[src/rtl/mem_pkg.sv]
// Shared types and defaults for the CPU-side memory controller.
package mem_pkg;

  localparam int unsigned AddrW      = 8;
  localparam int unsigned WbDepthDef = 4;
  localparam int unsigned ReadLatDef = 1;

  typedef enum logic [1:0] {
    StIdle,
    StDrain,
    StRdIssue,
    StRdWait
  } mem_state_e;

  // One posted store: target address and the stored byte.
  typedef struct packed {
    logic [AddrW-1:0] addr;
    logic [7:0]       data;
  } wb_entry_t;

endpackage

[src/rtl/wr_buf.sv]
// Posted-write FIFO: circular storage of {addr, byte} entries.
// With MEM_CTRL_WB_FWD_EN defined it also offers a youngest-match lookup port.
module wr_buf
  import mem_pkg::*;
#(
  parameter int unsigned Depth = WbDepthDef
) (
  input  logic                     clk,
  input  logic                     rst,
  input  logic                     push,
  input  wb_entry_t                push_entry,
  input  logic                     pop,
  output wb_entry_t                head,
  output logic [$clog2(Depth):0]   count,
  output logic                     full,
  output logic                     empty
`ifdef MEM_CTRL_WB_FWD_EN
  ,
  input  logic [AddrW-1:0]         lookup_addr,
  output logic                     lookup_hit,
  output logic [7:0]               lookup_data
`endif
);

  localparam int unsigned PtrW = $clog2(Depth);
  localparam int unsigned CntW = PtrW + 1;

  wb_entry_t           mem_q [Depth];
  logic [PtrW-1:0]     wr_ptr_q, wr_ptr_d;
  logic [PtrW-1:0]     rd_ptr_q, rd_ptr_d;
  logic [CntW-1:0]     count_q, count_d;
  logic                do_push, do_pop;

  assign full  = (count_q == CntW'(Depth));
  assign empty = (count_q == '0);
  assign count = count_q;
  assign head  = mem_q[rd_ptr_q];

  // Next-state for pointers and occupancy; pointers wrap naturally (Depth is a power of two).
  always_comb begin
    do_push  = push && !full;
    do_pop   = pop && !empty;
    wr_ptr_d = wr_ptr_q;
    rd_ptr_d = rd_ptr_q;
    count_d  = count_q;
    if (do_push) wr_ptr_d = wr_ptr_q + 1'b1;
    if (do_pop)  rd_ptr_d = rd_ptr_q + 1'b1;
    unique case ({do_push, do_pop})
      2'b10:   count_d = count_q + 1'b1;
      2'b01:   count_d = count_q - 1'b1;
      default: count_d = count_q;
    endcase
  end

  // Pointer and count registers.
  always_ff @(posedge clk) begin
    if (rst) begin
      wr_ptr_q <= '0;
      rd_ptr_q <= '0;
      count_q  <= '0;
    end else begin
      wr_ptr_q <= wr_ptr_d;
      rd_ptr_q <= rd_ptr_d;
      count_q  <= count_d;
    end
  end

  // Entry storage; contents are only meaningful between rd_ptr and wr_ptr.
  always_ff @(posedge clk) begin
    if (do_push) mem_q[wr_ptr_q] <= push_entry;
  end

`ifdef MEM_CTRL_WB_FWD_EN
  // Scan oldest to youngest so the last match found is the youngest store.
  always_comb begin
    logic [PtrW-1:0] idx;
    idx         = '0;
    lookup_hit  = 1'b0;
    lookup_data = '0;
    for (int unsigned i = 0; i < Depth; i++) begin
      idx = rd_ptr_q + PtrW'(i);
      if ((CntW'(i) < count_q) && (mem_q[idx].addr == lookup_addr)) begin
        lookup_hit  = 1'b1;
        lookup_data = mem_q[idx].data;
      end
    end
  end
`endif

endmodule

[src/rtl/mem_ctrl.sv]
// CPU memory-port controller: posted-write buffer in front of a 16-bit synchronous RAM,
// with a req/ready handshake for reads. Optional store-to-load forwarding from the buffer is
// enabled by defining MEM_CTRL_WB_FWD_EN; otherwise reads drain the buffer first.
module mem_ctrl
  import mem_pkg::*;
#(
  parameter int unsigned ADDR_W   = AddrW,
  parameter int unsigned WB_DEPTH = WbDepthDef,
  parameter int unsigned READ_LAT = ReadLatDef
) (
  input  logic              clk,
  input  logic              rst,
  input  logic              cpu_req,
  input  logic              cpu_mw,
  input  logic [ADDR_W-1:0] cpu_addr,
  input  logic [7:0]        cpu_wdata,
  output logic [15:0]       cpu_rdata,
  output logic              cpu_ready,
  output logic              ram_en,
  output logic              ram_we,
  output logic [ADDR_W-1:0] ram_addr,
  output logic [15:0]       ram_wdata,
  input  logic [15:0]       ram_rdata,
  output logic              wb_full,
  output logic              wb_empty
);

  localparam int unsigned LatW = (READ_LAT > 1) ? $clog2(READ_LAT) : 1;
  localparam int unsigned WbCntW = $clog2(WB_DEPTH) + 1;

  mem_state_e          state_q, state_d;
  logic [LatW-1:0]     lat_cnt_q, lat_cnt_d;
  logic                cpu_ready_q, cpu_ready_d;
  logic [15:0]         cpu_rdata_q, cpu_rdata_d;

  logic                req_live, wr_req, rd_req, wr_stall;
  logic                wb_push, wb_pop, drain;
  wb_entry_t           wb_in, wb_head;
  logic [WbCntW-1:0]   wb_count;
`ifdef MEM_CTRL_WB_FWD_EN
  logic                fwd_hit;
  logic [7:0]          fwd_data;
`endif

  // The request still showing during the ready pulse belongs to the access just completed.
  assign req_live = cpu_req && !cpu_ready_q;
  assign wr_req   = req_live && cpu_mw;
  assign rd_req   = req_live && !cpu_mw;
  assign wr_stall = wr_req && wb_full;
  assign wb_push  = wr_req && !wb_full;
  assign wb_in    = '{addr: cpu_addr, data: cpu_wdata};

  assign cpu_ready = cpu_ready_q;
  assign cpu_rdata = cpu_rdata_q;

  wr_buf #(
    .Depth(WB_DEPTH)
  ) u_wr_buf (
    .clk        (clk),
    .rst        (rst),
    .push       (wb_push),
    .push_entry (wb_in),
    .pop        (wb_pop),
    .head       (wb_head),
    .count      (wb_count),
    .full       (wb_full),
    .empty      (wb_empty)
`ifdef MEM_CTRL_WB_FWD_EN
    ,
    .lookup_addr(cpu_addr),
    .lookup_hit (fwd_hit),
    .lookup_data(fwd_data)
`endif
  );

  // Next-state, RAM strobes and read capture. CPU traffic has priority over draining in IDLE,
  // except when a store is stalled on a full buffer, which needs a drain to make room.
  always_comb begin
    state_d     = state_q;
    lat_cnt_d   = lat_cnt_q;
    cpu_ready_d = 1'b0;
    cpu_rdata_d = cpu_rdata_q;
    drain       = 1'b0;
    ram_en      = 1'b0;
    ram_we      = 1'b0;
    ram_addr    = '0;
    ram_wdata   = '0;

    if (wb_push) cpu_ready_d = 1'b1;

    unique case (state_q)
      StIdle: begin
        if (rd_req) begin
`ifdef MEM_CTRL_WB_FWD_EN
          if (fwd_hit) begin
            cpu_rdata_d = {8'h00, fwd_data};
            cpu_ready_d = 1'b1;
          end else begin
            state_d = StRdIssue;
          end
`else
          state_d = wb_empty ? StRdIssue : StDrain;
`endif
        end else if (!wb_empty && (!cpu_req || wr_stall)) begin
          drain = 1'b1;
        end
      end
      StDrain: begin
        if (wb_empty) begin
          state_d = StRdIssue;
        end else begin
          drain = 1'b1;
          if (wb_count == WbCntW'(1)) state_d = StRdIssue;
        end
      end
      StRdIssue: begin
        ram_en    = 1'b1;
        ram_addr  = cpu_addr;
        lat_cnt_d = '0;
        state_d   = StRdWait;
      end
      StRdWait: begin
        if (lat_cnt_q == LatW'(READ_LAT - 1)) begin
          cpu_rdata_d = ram_rdata;
          cpu_ready_d = 1'b1;
          state_d     = StIdle;
        end else begin
          lat_cnt_d = lat_cnt_q + 1'b1;
        end
      end
      default: state_d = StIdle;
    endcase

    wb_pop = drain;
    if (drain) begin
      ram_en    = 1'b1;
      ram_we    = 1'b1;
      ram_addr  = wb_head.addr;
      ram_wdata = {8'h00, wb_head.data};
    end
  end

  // FSM, latency counter and CPU-facing registers.
  always_ff @(posedge clk) begin
    if (rst) begin
      state_q     <= StIdle;
      lat_cnt_q   <= '0;
      cpu_ready_q <= 1'b0;
      cpu_rdata_q <= 16'h0000;
    end else begin
      state_q     <= state_d;
      lat_cnt_q   <= lat_cnt_d;
      cpu_ready_q <= cpu_ready_d;
      cpu_rdata_q <= cpu_rdata_d;
    end
  end

endmodule

[config.mk]
export PLATFORM = sky130hd
export DESIGN_NAME = mem_ctrl
export DESIGN_NICKNAME = d
export VERILOG_FILES = /design/src/rtl/mem_pkg.sv /design/src/rtl/wr_buf.sv /design/src/rtl/mem_ctrl.sv
export SDC_FILE = /design/constraint.sdc
export NUM_CORES = 1
export LEC_CHECK = 0
export ABC_AREA = 1
export CAP_MARGIN = 40
export CORE_MARGIN = 3
export CORE_UTILIZATION = 40
export DETAILED_ROUTE_END_ITERATION = 8
export HOLD_SLACK_MARGIN = 0.15
export PLACE_DENSITY = 0.65
export SLEW_MARGIN = 30
export SYNTH_ARGS = -nofsm -noshare
export SYNTH_HDL_FRONTEND = slang
export SYNTH_SLANG_ARGS = --single-unit
[constraint.sdc]
create_clock -name clk -period 2.55 [get_ports clk]
set_input_delay 0.6375 -clock clk [delete_from_list [all_inputs] [get_ports clk]]
set_output_delay 0.6375 -clock clk [all_outputs]
set_load 0.02 [all_outputs]
== After elaboration in Yosys (flattened, before gate mapping) ==
Memory sizes are Yosys's and may differ from the RTL's. A register that Yosys moved wholly into a read port is not among the register bits.
Cells that the tools add are included.
Word-level totals
  memories: 1
  output and inout port bits: 45
  RAM bits: 64
  flip-flop bits (word level): 27
  word-level logic and storage cells: 70
  bits of input ports: 36
Memory list
  u_wr_buf.mem_q: depth 4, bits a word 16, rd ports 1, clocked after memory_dff 1, wr ports 1, line wr_buf.sv:28  | wb_entry_t mem_q [Depth];
Cells by class
  equal/unequal tests: 10
  bitwise gates (word level): 1
  reductions and logical operators: 20
  add/sub/neg operators: 5
  mux-type cells: 26
Operators with widths (count)
  $mux 8: 3
  $mux 2: 7
  $mux 1: 12
  $logic_and 1x1->1: 8
  $pmux 2 s4: 1
  $eq 2x2->1 const B: 3
  $pmux 3 s2: 1
  $logic_not 1->1: 5
  $add 2x1->2 const B: 2
  $eq 2x1->1 const B: 2
  $ne 2x2->1 const B: 2
  $pmux 1 s2: 2
  $reduce_bool 2->1: 2
  $add 3x1->3 const B: 1
  $eq 3x1->1 const B: 1
  $eq 3x3->1 const B: 1
  $logic_not 3->1: 1
  $ne 3x3->1 const B: 1
  $reduce_and 3->1: 1
  $sub 3x1->3 const B: 1
  $logic_not 2->1: 1
  $reduce_and 2->1: 1
  $add 1x1->1 const B: 1
  $logic_or 1x1->1: 1
  $not 1->1: 1

== Depth between registers and ports, before layout ==
  depth in word-level cells: 12
  mapped depth: 15
  mapped depth without buffers: 14

== Hierarchy ==
From an unflattened synthesis, not the netlist that was laid out.
Unflattened totals
  cells, all modules: 397
  area total of the unflattened synthesis: 3997.6 µm²
Modules (own cells, without submodules)
  wr_buf: cells an instance 224, area an instance 2849.0 µm², seq. area each 2102.0 µm², times used 1
  mem_ctrl: cells an instance 173, area an instance 1148.6 µm², seq. area each 380.4 µm², times used 1

== Least setup slack after synthesis ==
No wires, ideal clock.
  path kind: reg2out
  from: register u_wr_buf.count_q[0], in the netlist u_wr_buf.count[0]
  to: output port ram_addr[0]
  path buffers: 1
  arrival: 1.699 ns
  stages on the path, launching flop included: 11
  path slack: 0.213 ns
  required time: 1.913 ns
  cell sequence: dfxtp_1 inv_1 ha_1 nand2_1 inv_2 nand3_1 nand2_1 nand2_2 nand2_4 buf_4 o21ai_0
On the way
  word-level cells in the longest chain between the ends: 8
  elaborated cells between the ends (all ways): 11
  those cells by class: eq/ne (1); mux (5); reduce/logical (5)
RTL lines
  from (decl): line wr_buf.sv:31  | logic [CntW-1:0] count_q, count_d;
  from (signal assigned): line wr_buf.sv:64  | count_q <= count_d;
  $eq 3x3->1: line wr_buf.sv:34  | assign full = (count_q == CntW'(Depth));
  via wb_full: line mem_ctrl.sv:24  | output logic wb_full,
  $logic_and 1x1->1: line mem_ctrl.sv:49  | assign wr_stall = wr_req && wb_full;
  $logic_or 1x1->1: line mem_ctrl.sv:104  | end else if (!wb_empty && (!cpu_req || wr_stall)) begin
  $logic_and 1x1->1: line mem_ctrl.sv:104
  $mux 1: line mem_ctrl.sv:104
  $mux 1: line mem_ctrl.sv:93  | if (rd_req) begin
  $pmux 1 s2: line mem_ctrl.sv:91  | unique case (state_q)
  $mux 8: line mem_ctrl.sv:135  | if (drain) begin
  to (decl): line mem_ctrl.sv:21  | output logic [ADDR_W-1:0] ram_addr,
The timed path passes the listed nets, and every way through them passes these cells.

== Worst setup path after layout ==
  from: register u_wr_buf.count_q[0], in the netlist u_wr_buf.count[0]
  to: output port ram_addr[5]
On the way
  word-level cells in the longest chain between the ends: 8
  elaborated cells between the ends (all ways): 11
  those cells by class: eq/ne (1); mux (5); reduce/logical (5)
RTL lines (line)
  $eq 3x3->1: wr_buf.sv:34
  $logic_and 1x1->1: mem_ctrl.sv:49
  $logic_or 1x1->1: mem_ctrl.sv:104
  $logic_and 1x1->1: mem_ctrl.sv:104
  $mux 1: mem_ctrl.sv:104
  $mux 1: mem_ctrl.sv:93
  $pmux 1 s2 *: mem_ctrl.sv:91
  $mux 8 *: mem_ctrl.sv:135
Every way passes the cells marked *; elsewhere a longest branch is shown, timed or not.

==> key figures <==
Worst setup path
  • Capture instance of the worst register-to-register path: u_wr_buf.count[2]
  • Cell breakdown of the critical path: inv_2 > ha_4 > nand2_2 > inv_2 > nand3_2 > nand2_2 > nand2_4 > nand2_8 > buf_12 > nand2_2 > o21ai_1 > buf_4
  • Library cell appearing most often on the critical path: nand2_2
  • Launch instance of the worst register-to-register path: cpu_ready
  • Timing endpoint of the critical path: ram_addr[5]
  • Arrival time worst endpoint: 1840 ps
  • Launching instance or port of the critical path: u_wr_buf.count[0]
  • Worst Setup Start Kind: flop
  • Number of cell instances on the worst register-to-register path: 15
  • Slowest stage cell on the critical path: dfxtp_2
  • Capturing element type of the critical path: output port
  • Largest stage delay on the critical path: roughly 330 ps
  • Critical Path Fanout Max: 6
  • Kind of critical path: reg -> out
  • Worst reg-to-reg setup slack: 360 ps
  • Required time worst endpoint: between 1500 and 2000 ps

Synthesis
  • Ys Warns: 0
  • Cell accounting for the most synthesized area: edfxtp_1
  • Cell area after synthesis: 3870 um^2
  • Share of synthesized flip-flops with an asynchronous set or reset: 0%
  • Leading cell type by number of instances after synthesis: nor2_1
  • Most common library cells after synthesis: nor2_1 (95), o21ai_0 (65), edfxtp_1 (64)
  • Number of distinct library cells after synthesis: 25
  • Top cell type's share of synthesized area: approximately 50%
  • Biggest area contributors in the synthesized netlist: edfxtp_1 (50%), dfxtp_1 (14%), nor2_1 (9.2%), o21ai_0 (8.4%), ha_1 (4.2%)
  • Count of mapped cells out of synthesis: ~370
  • Flops & latches, synth: 92
  • Number of enable flip-flop cells after synthesis: 64
  • Portion of the post-synthesis area used by sequential elements: 64.1%
  • Prevailing post-synth register cell: edfxtp_1
  • Mean cell area of the mapped netlist: between 10 and 15 um^2

Clock tree
  • Clock Tree Root: clkbuf_8
  • Max clock buf depth: 2
  • Clock tree from TritonCTS: done
  • Clk slew on worst S/H paths: 90 ps
  • Source-to-sink clock delay at the later pin of the worst-skew pair: 360 ps
  • Total clock buffers created by CTS: 9
  • Number of H-tree branching levels: 3
  • Clk sink count: 92
  • Hold buffer count at cts: 0

STA
  • Clk_skew: 14.1 ps
  • Rel. slew slack: a little under 60%
  • Achievable clock frequency: 404 MHz
  • Final period demand of the worst path: 2470 ps
  • Number of setup violations in the final report: 0
  • Final Hold Fails: 0
  • Least-Margin Pin Slew: approximately 620 ps
  • Final cycle utilization of the critical path: 97.0%
  • Final number of max-transition violations: 0

Place
  • DP Wirelength: 5820 um
  • Count of input and output buffers: 72
  • Dpl cells: 597
  • Final weighted congestion of routability-driven global placement: between 0.7 and 0.8

Die
  • Core Region: 9330 um^2
  • Initial standard-cell utilization of the core: between 40% and 50%
  • Overall die width: 104 um
  • Die Y-Extent: 104 um
  • Die footprint: about 11,000 um^2
  • Top-level port count: between 80 and 90
  • Site Rows: 35

Cells and area
  • Filler cell count in the final layout: slightly above 800
  • Post-layout utilization of the core: a little under three fifths
  • Total number of nets in the final design: ~540
  • Fraction of layout instances using a drive strength above 1: 22.0%
  • Synth-to-Final Area Change: 38.2%
  • Final non-filler cell total: ~630
  • ANT cells: 0

Min path
  • Worst Min Path Start: cpu_rdata[2]
  • Min-Delay Path Class: reg -> reg

Detailed routing
  • Via count: 2,999
  • Initial detailed-routing violation count: 137
  • Number of routed nets with antenna violations: 0
  • Pre-Repair DR Iteration Count: 4
  • Aggregate routed wire length: 8960 um
  • Final routed wire length divided by cell count: between 10 and 15 um
  • Drt via density: 4.78
  • DR DRC count: 0

Outcome
  • Run status: completed

GRT
  • Initial antenna violation count: 0
  • Via count of the first global-routing pass: 3,019
  • First-pass GRT wire length: 14,600 um
  • Total track usage: 16.7%
  • Pin count of the biggest net entering global routing: 24
  • Global-route congestion overflow total: 0

Power
  • P per Cell Area: roughly 1000 nW/um^2
  • Total power after layout: 5.21 mW
  • Largest voltage drop on the vdd net: between 0.5 and 0.6 mV
  • Static leakage: ~2.1 nW

Flow run
  • Max-cap viol count: 0
## cells in the final DEF, fill, tap and decap left out, types with 11 or more instances in the layout
cell and n:
nor2_1 94, edfxtp_1 64, o21ai_0 58, clkdlybuf4s50_1 52, buf_4 51, dfxtp_1 26, nand2_1 19, inv_1 18
a21oi_1 14, ha_1 12, buf_2 11
## through the flow
step | area [um^2] | TNS, ps | setup WS, ps | hold WS, ps
after floorplan | 3900 | 0 | 213 | 468
after global placement | 4990 | -10290 | -605 | 475
after detailed placement | 4990 | -10830 | -660 | 481
after CTS | 5290 | 0 | 0.276 | 508
after global routing | 5360 | -281 | -48.9 | 547
final | 5360 | 0 | 77.1 | 510
## per-layer routing
metal	global-route usage [%]	wire [um]	part of all wire, %
met5	0	0	0
met4	5.13	108	1.2
met3	5.46	528	5.9
met2	28.5	4350	49
met1	20.0	3970	44
## cell type report
class,count,area (um^2),area share [%]
multi-input combinational,242,1270,23.7
inverter,25,98.8,1.85
tap,129,161,3.01
clock inverter,6,93.8,1.75
timing repair buffer,124,1120,20.9
clock buffer,10,128,2.38
sequential,92,2480,46.4
## logic make-up after synthesis
group,count (synthesis),synth area share (%)
flops,92,64.1
other cells,1,0.0968
fa+ha+maj,13,4.20
simple gates,128,13.2
compound gates,90,12.1
buf+inv,48,5.94
xor+xnor,2,0.452
## how the worst min path moves through the flow
| stage | to | cells past startpoint |
|---|---|---|
| global route | cpu_rdata[9] | 2 |
| CTS | u_wr_buf.count[2] | 2 |
| detailed placement | cpu_rdata[6] | 2 |
| global placement | cpu_rdata[15] | 2 |
| finish | cpu_rdata[2] | 2 |
| floorplan | u_wr_buf.count[2] | 2 |
## report_power, final
part	internal [mW]	switching [mW]	leakage, nW
clock	0.561	0.508	0.107
sequential	1.75	0.0789	0.809
combinational	1.02	1.30	1.22
total	3.32	1.89	2.13
## state kept, by name, indices dropped and copies added, names as in the netlist, named ones only
signal and cells:
u_wr_buf.count 3, u_wr_buf.mem_q 64, cpu_ready 1, u_wr_buf.wr_ptr_q 2, u_wr_buf.rd_ptr_q 2, cpu_rdata 16
state_q 2
## repair_timing
| item | in CTS | in global routing |
|---|---|---|
| gates resized for setup | 100 | 17 |
| cloned | 2 | 0 |
| pin swaps | 6 | 5 |
| buffers inserted | 11 | 2 |
| endpoints found under the setup margin | 18 | 19 |
## worst max-delay path: cells and delay by family (launching register included)
family                   cells  cell delay [ps]
AO/OA/AOI/OAI                1               90
AND/OR/NAND/NOR              6              470
adder cells (fa/ha/maj)      1              160
buffers and inverters        4              430
flip-flops                   1              330
No activity file was read; power rests on OpenSTA's default activity.
==> RTL change: new RTL, same flow settings <==
Set the package constant `ReadLatDef` to 2 (it was 1).
--- a/src/rtl/mem_pkg.sv
+++ b/src/rtl/mem_pkg.sv
@@ -4,5 +4,5 @@
   localparam int unsigned AddrW      = 8;
   localparam int unsigned WbDepthDef = 4;
-  localparam int unsigned ReadLatDef = 1;
+  localparam int unsigned ReadLatDef = 2;
 
   typedef enum logic [1:0] {
Function: changed (Yosys sat finds a counterexample within 4 cycles, from zero or initial values and one cycle with rst high).
==> RTL change against the unedited design <==
- worst hold slack lost 0.036 ns
- critical path depth shrank 2
- non-clock buffer count shrank 6
- worst setup slack lost 0.033 ns
- sequential cell count grew 1
- global-route usage shrank 0.87 points
- total power shrank 7.3%
- routed wire length shrank 5.3%
- via count shrank 1.7%
- count of clock-buffer cells in the layout shrank 1
- cell area grew 0.30%
- synthesized area grew 2.1%
- critical endpoint is now ram_addr[7]
==> RTL change: results (changes against the unedited design) <==
global placer's final weighted congestion=0.789 (was 0.773); clock-pin slew on the worst setup and hold paths=0.09 ns (about the same); H-tree depth reported by CTS=3 (unchanged); net switching power figure=0.00175 W (was 0.00189 W); number of enable flip-flop cells after synthesis=64 (unchanged); Biggest register=u_wr_buf.mem_q (unchanged); antenna diode count=0 (unchanged); number of placed instances, taps included=609 (was 597); summed area of non-filler cells in the final layout=0.00537 mm2 (was 0.00536 mm2); VDD IR max=0.453 mV (was 0.524 mV); overall routed net length=8.49 mm (was 8.96 mm); static power due to leakage=2.07 nW (was 2.13 nW); slew at the pin closest to its max-slew limit=0.588 ns (was 0.619 ns); top post-synthesis cells by area=edfxtp_1 (49%), dfxtp_1 (15%), nor2_1 (8.4%) (was edfxtp_1 (50%), dfxtp_1 (14%), nor2_1 (9.2%)); Post-synth ARST share=0 (unchanged); type of the worst min-delay path=reg2reg (unchanged); critical path peak fanout=6 (unchanged); cell at the root of the clock tree=clkbuf_8 (unchanged); vias after detailed routing=2949 (was 2999); flip-flop count of the largest register after layout=64 (unchanged); quantity of I/O buffers inserted on ports=72 (unchanged); mean instance size in the synthesized netlist=10.4 um2 (about the same); count of different cell masters after synthesis=27 (was 25); Tot GR Track Use=0.158 (was 0.167); arrival time worst endpoint=1.87 ns (was 1.84 ns); Clock Path Buffers=2 (unchanged); synth cell count leaders=nor2_1 (89), edfxtp_1 (64), o21ai_0 (62) (was nor2_1 (95), o21ai_0 (65), edfxtp_1 (64)); violation count after the first detailed-routing iteration=97 (was 137); maximum number of pins on one net before global-route repair=24 (unchanged); fraction of final layout cells with drive strength greater than 1=0.225 (was 0.220); delay contributed by the slowest stage of the critical path=0.28 ns (was 0.33 ns); status=complete, no violations (unchanged); Worst Clk Skew=0.0123 ns (was 0.0141 ns); CP max stage cell=bufbuf_16 (was dfxtp_2); placed standard-cell area=0.00512 mm2 (was 0.00499 mm2); initial antenna violation count=0 (unchanged); sequential cell area fraction in the yosys report=0.632 (was 0.641); global-route wire length before repair=14.1 mm (was 14.6 mm); Setup Viol. Count Final=0 (unchanged); non-filler cells in the finished layout=627 (was 628); via count of the first global-routing pass=3053 (was 3019); filler cell count=813 (was 815); Final #Nets=542 (was 543); DP HPWL=5.79 mm (was 5.82 mm)
==> RTL change: cell types whose count changed in the layout (fill, tap and decap cells not counted), moves of 3 or more <==
cell / delta
a21oi_1: +3
buf_4: -9
buf_6: +3
nand2_1: +4
nor2_1: -5
o21ai_1: -4
o21ai_4: +3
==> RTL change: routing by layer <==
layer	vias up	GRT usage	part of all wire
met5	-	0	0
met4	0	0.0637	0.018
met3	14	0.0502	0.060
met2	78	0.276	0.50
met1	1363	0.179	0.42
li1	1494	-	-
==> RTL change: what timing repair did <==
action | CTS | global route
setup endpoints to repair | 18 | 8
buffers inserted | 1 | 0
pin swaps | 1 | 1
resized for setup | 95 | 19
gates cloned | 1 | 0
==> RTL change: cell type report <==
| class | count | share of cell area |
|---|---|---|
| clock inverter | 7 | 0.0102 |
| sequential | 93 | 0.466 |
| clock buffer | 9 | 0.0231 |
| inverter | 26 | 0.0186 |
| tap | 129 | 0.0300 |
| multi-input combinational | 245 | 0.246 |
| timing repair buffer | 118 | 0.206 |
==> RTL change: final timing paths <==
check                              endpoint  cells past startpoint                      startpoint  slack, ns
min reg2reg          lat_cnt_q$_SDFFE_PP0P_                      2          lat_cnt_q$_SDFFE_PP0P_       0.47
min                  lat_cnt_q$_SDFFE_PP0P_                      2          lat_cnt_q$_SDFFE_PP0P_       0.47
max reg2reg  u_wr_buf.count[2]$_SDFFE_PP0P_                     15  u_wr_buf.count[0]$_SDFFE_PP0P_       0.49
max                             ram_addr[7]                     10                          cpu_mw       0.04
==> RTL change: power by group through the flow <==
stage | registers (W) | logic [W] | clock network, W
floorplan | 0.00180 | 0.00112 | 0
global placement | 0.00179 | 0.00197 | 0
detailed placement | 0.00180 | 0.00200 | 0
CTS | 0.00177 | 0.00206 | 0.000928
global route | 0.00178 | 0.00238 | 0.000996
finish | 0.00177 | 0.00216 | 0.000901
==> RTL change: logic make-up (layout without fill, tap and decap cells) <==
| family | after synthesis | in the layout | share of synthesized area |
|---|---|---|---|
| AO/OA/AOI/OAI | 92 | 92 | 0.120 |
| XOR/XNOR | 2 | 2 | 0.00443 |
| buffers and inverters | 49 | 160 | 0.0604 |
| adder cells (fa/ha/maj) | 13 | 13 | 0.0411 |
| flip-flops | 93 | 93 | 0.632 |
| other | 1 | 8 | 0.000948 |
| AND/OR/NAND/NOR | 130 | 130 | 0.140 |
==> RTL change: critical path, delay by kind of cell <==
family	cells	cell delay [ns]
simple gates	4	0.28
compound gates	1	0.13
buf+inv	5	0.81
==> RTL change: metrics by stage <==
| stage | worst slack (ns) | TNS, ns |
|---|---|---|
| after CTS | 0.00332 | 0 |
| final | 0.0437 | 0 |
| after global placement | -0.592 | -9.88 |
| after detailed placement | -0.637 | -10.77 |
| after floorplan | 0.200 | 0 |
| after global routing | -0.0274 | -0.123 |
